[src/rtl/uart_tx_cfg.sv]
// Configurable UART transmitter with a 1-deep holding register and registered line output.
// Frame format (data bits, parity, stop bits) and bit time are fixed at elaboration.
//
// state    | meaning
// ---------+-------------------------------------------------
// S_IDLE   | line high, waiting for the holding register to fill
// S_START  | start bit (line low) for one bit time
// S_DATA   | DATA_BITS data bits, LSB first
// S_PARITY | parity bit (only when PARITY != 0)
// S_STOP   | STOP_BITS stop bits, then next frame or idle
module uart_tx_cfg #(
   parameter int CLK_FREQ  = 25_000_000,
   parameter int BAUD_RATE = 115_200,
   parameter int DATA_BITS = 8,
   parameter int PARITY    = 0,
   parameter int STOP_BITS = 1
) (
   input  logic       i_clk,
   input  logic       i_reset,
   input  logic       i_valid,
   input  logic [7:0] i_data,
   output logic       o_ready,
   output logic       o_tx,
   output logic       o_busy
);

   localparam int CLKS_PER_BIT = CLK_FREQ / BAUD_RATE;
   localparam int CNT_W = (CLKS_PER_BIT > 2) ? $clog2(CLKS_PER_BIT) : 1;
   localparam logic [7:0] DATA_MASK = 8'((1 << DATA_BITS) - 1);

   if (CLKS_PER_BIT < 2 || DATA_BITS < 5 || DATA_BITS > 8 || PARITY < 0 || PARITY > 2 ||
       (STOP_BITS != 1 && STOP_BITS != 2)) begin : g_bad_cfg
      $error("uart_tx_cfg: illegal parameter combination");
   end

   typedef enum logic [2:0] {
      S_IDLE   = 3'd0,
      S_START  = 3'd1,
      S_DATA   = 3'd2,
      S_PARITY = 3'd3,
      S_STOP   = 3'd4
   } state_t;

   state_t             state, state_nxt;
   logic   [CNT_W-1:0] cnt;
   logic   [2:0]       bit_idx;
   logic   [7:0]       shift;
   logic               par_bit;
   logic   [7:0]       hold_data;
   logic               hold_full;
   logic               bit_done;
   logic               load;
   logic               accept;
   logic               par_calc;
   logic               tx_nxt;

   assign bit_done = (cnt == CNT_W'(CLKS_PER_BIT - 1));
   assign load     = (state_nxt == S_START) && (state == S_IDLE || state == S_STOP);
   assign o_ready  = !hold_full && !i_reset;
   assign accept   = i_valid && o_ready;
   assign o_busy   = (state != S_IDLE) || hold_full;
   // Parity comes from the held byte so later changes on i_data cannot affect it.
   assign par_calc = (^(hold_data & DATA_MASK)) ^ (PARITY == 2);

   always_comb begin
      state_nxt = state;
      tx_nxt    = 1'b1;
      case (state)
         S_IDLE: begin
            if (hold_full) state_nxt = S_START;
         end
         S_START: begin
            tx_nxt = 1'b0;
            if (bit_done) state_nxt = S_DATA;
         end
         S_DATA: begin
            tx_nxt = shift[0];
            if (bit_done && bit_idx == 3'(DATA_BITS - 1))
               state_nxt = (PARITY != 0) ? S_PARITY : S_STOP;
         end
         S_PARITY: begin
            tx_nxt = par_bit;
            if (bit_done) state_nxt = S_STOP;
         end
         S_STOP: begin
            if (bit_done && bit_idx == 3'(STOP_BITS - 1))
               state_nxt = hold_full ? S_START : S_IDLE;
         end
         default: begin
            state_nxt = S_IDLE;
         end
      endcase
   end

   always_ff @(posedge i_clk) begin
      if (i_reset) begin
         state     <= S_IDLE;
         o_tx      <= 1'b1;
         cnt       <= '0;
         bit_idx   <= '0;
         shift     <= '0;
         par_bit   <= 1'b0;
         hold_data <= '0;
         hold_full <= 1'b0;
      end else begin
         state <= state_nxt;
         o_tx  <= tx_nxt;

         if (bit_done || state == S_IDLE) cnt <= '0;
         else                             cnt <= cnt + 1'b1;

         if (state_nxt != state) bit_idx <= '0;
         else if (bit_done)      bit_idx <= bit_idx + 3'd1;

         // load needs a full holding register, accept needs an empty one
         if (load) begin
            shift     <= hold_data;
            par_bit   <= par_calc;
            hold_full <= 1'b0;
         end else begin
            if (state == S_DATA && bit_done) shift <= shift >> 1;
            if (accept) begin
               hold_data <= i_data;
               hold_full <= 1'b1;
            end
         end
      end
   end

endmodule

[config.mk]
export PLATFORM = sky130hd
export DESIGN_NAME = uart_tx_cfg
export DESIGN_NICKNAME = d
export VERILOG_FILES = /design/src/rtl/uart_tx_cfg.sv
export SDC_FILE = /design/constraint.sdc
export NUM_CORES = 1
export LEC_CHECK = 0
export ABC_AREA = 1
export CORE_AREA = 2 2 54 61
export CTS_CLUSTER_DIAMETER = 80
export DETAILED_ROUTE_END_ITERATION = 8
export DIE_AREA = 0 0 56 63
export PLACE_DENSITY = 0.79
export SYNTH_ARGS = -nofsm -noshare
export SYNTH_HDL_FRONTEND = slang
export SYNTH_SLANG_ARGS = --single-unit
export TNS_END_PERCENT = 100
[constraint.sdc]
create_clock -name i_clk -period 4.45 [get_ports i_clk]
set_input_delay 0.89 -clock i_clk [delete_from_list [all_inputs] [get_ports i_clk]]
set_output_delay 0.89 -clock i_clk [all_outputs]
set_load 0.03 [all_outputs]
==> key figures <==
Outcome
  – Status: finished, final reports clean

Yosys
  – Flops & latches, synth: 33
  – Syn_nets: 245
  – Seq/Total Area, Yosys: 39.4%
  – Yosys cell types: 26
  – Netlist Area Pre-Place: 0.00168 mm^2
  – Yosys Warn Count: 0
  – Post-synthesis cell count: 229
  – Avg Cell Area, Syn: 7.32 um^2

Cells and area
  – Final net count: 260
  – Reg area: 661 um^2
  – Fraction of layout instances using a drive strength above 1: 11.0%
  – Layout area overhead: 14.0%
  – Fin cells: 279
  – Util after Layout: 64.9%
  – Most common cell after layout, fill and taps aside: nand2_1
  – Ant diodes: 0
  – Most frequent cells in the layout: 47 x nand2_1, 33 x dfxtp_1, 30 x inv_1
  – Area of the multi-input gates: 855 um^2
  – # fillers: 270
  – Post-Layout Inst Area: 0.00191 mm^2

Detailed routing
  – Pre-antenna DRT Iters: 4
  – Remaining antenna violation count: 0
  – DRC Markers: 0
  – Routed len/inst: 10.8 um
  – DR vias/cell: 5.03
  – Via count: 1402
  – Routed wire length: 3.02 mm
  – Iter 0 DRT Violations: 36

Timing
  – Slew Limit Fails: 0
  – Final period utilization: 73.6%
  – Max Clk Rate: 0.305 GHz
  – Slew HR: 72.6%
  – TNS Setup: 0 ps
  – RSZ-0062 raised after global routing: false
  – Setup violations, final: 0
  – Worst Skew: 11.4 ps
  – Tmin final: 3280 ps
  – Worst Max-Slew Pin Slew: 411 ps
  – Worst setup margin: 1170 ps
  – WHS: 468 ps
  – Final hold vios: 0

Power and ir drop
  – Internal power: 0.485 mW
  – Sequential share of power: 49.3%
  – Clock Power Share: 36.5%
  – Comb pwr share: 14.2%
  – Power, Total: 0.655 mW
  – Net Sw Power: 0.170 mW
  – Peak VDD IR: 0.323 mV
  – Switching Fraction: 26.0%
  – Static leakage: 0.839 nW
  – PwrDens: 343 mW/mm^2

Placed design
  – Dpl cell area: 0.00183 mm^2
  – Place WS: 1200 ps
  – I/O Buffers: 13
  – Gp weighted congestion: 0.729
  – Hpwl dp: 2.18 mm
  – Cells after DPL: 271

Floorplan
  – Die X: 56 um
  – FP Rows: 21
  – Die area: 0.00353 mm^2
  – I/O Pins: 14
  – Starting density of the core: 57.0%
  – Core area: 0.00294 mm^2
  – Die Ht: 63 um

Clocking
  – Clock buffer count from CTS: 5
  – Clock Latency Late Sink: 340 ps
  – CTS resizes: 0
  – Clock Tree Buf Depth: 2
  – Root buffer selected by CTS: clkbuf_4
  – CTS tree: built
  – Clock Pin Slew Worst Setup and Hold Paths: 100 ps
  – Hold_buf cts: 0
  – CTS sink count: 33
  – Post-CTS Setup Bufs: 0
  – H-tree depth: 2

Worst setup path
  – Crit path launch type: input port
  – Critical path endpoint category: output pin
  – Critical Path RT: 3560 ps
  – Crit path kind: in2out
  – Critical Path AT: 2390 ps
  – Crit Path Max Fanout: 15

Global route
  – Vias in the first global route: 1316
  – Antenna violations before repair: 0
  – Largest net degree at the start of global routing: 21
  – GRT overflow: 0
  – Global-route wire length before repair: 5.43 mm
  – GRT Overall Usage: 19.3%

Worst hold path
  – Min-Delay Path Class: reg2reg

Job
  – Max-cap check violation count: 0
-- sequential cells by signal (all words and copies together), names as in the netlist --
name       flops
hold_full      1
cnt            8
bit_idx        3
state          3
shift          8
hold_data      8
par_bit        1
o_tx           1
-- critical path, cell delays in order --
cell and delay (ps):
clkdlybuf4s50_1 400, buf_4 190, nor2_1 190, clkdlybuf4s50_1 710
-- cells by family (layout without fill, tap and decap cells) --
kind of cell,after synthesis,in the layout,synth area share (%)
AOI/OAI and AO/OA,34,34,11.6
buffers and inverters,40,56,9.63
DFF,33,33,39.4
adders and majority gates,5,5,3.73
and+or+nand+nor,107,107,30.4
xor gates and xnor gates,10,10,5.22
-- power by group through the flow --
stage	clock, mW	sequential [mW]	combinational (mW)
3_5_place_dp	0	0.329	0.0931
2_1_floorplan	0	0.326	0.0703
5_1_grt	0.255	0.325	0.106
6_report	0.239	0.323	0.0931
3_3_place_gp	0	0.329	0.0913
4_1_cts	0.244	0.322	0.0935
-- worst paths after layout --
path         startpoint          to  slack [ps]  cells after the start
max reg2reg      cnt[0]  bit_idx[0]        2610                     11
max             i_reset     o_ready        1170                      4
min              cnt[0]      cnt[0]         470                      1
min reg2reg      cnt[0]      cnt[0]         470                      1
-- synth_stat cells --
cell	instances	area share [%]
xnor2_1	5	2.6
a21oi_1	17	5.1
clkbuf_1	4	0.90
nand2_2	2	0.75
nor2_1	20	4.5
nand2_1	47	11
nand4_1	8	3.0
nand2_4	3	2.0
inv_2	3	0.67
inv_4	1	0.37
or2_2	1	0.37
o21ai_0	10	3.0
ha_1	5	3.7
a21oi_2	5	2.6
buf_6	1	0.67
o211ai_1	1	0.45
nand3_2	2	1.2
nor2_4	2	1.3
inv_1	30	6.7
o2111ai_1	1	0.52
dfxtp_1	33	39
xor2_1	5	2.6
nor3b_1	1	0.45
buf_2	1	0.30
nor3_1	2	0.60
nand3_1	19	5.7
-- layout make-up --
class,instances,area share (%)
multi-input combinational,156,44.7
sequential,33,34.6
timing repair buffer,14,7.20
inverter,34,6.81
clock buffer,7,2.88
tap,34,2.23
clock inverter,1,1.57
-- per-layer routing --
metal / share of wire (%) / vias up / GRT usage, %
met4: 1.8 / 0 / 7.14
met5: 0 / - / 0
met3: 3.8 / 7 / 6.21
met2: 45 / 22 / 32.4
met1: 50 / 611 / 23.0
li1: - / 762 / -
No activity file was read; power rests on OpenSTA's default activity.
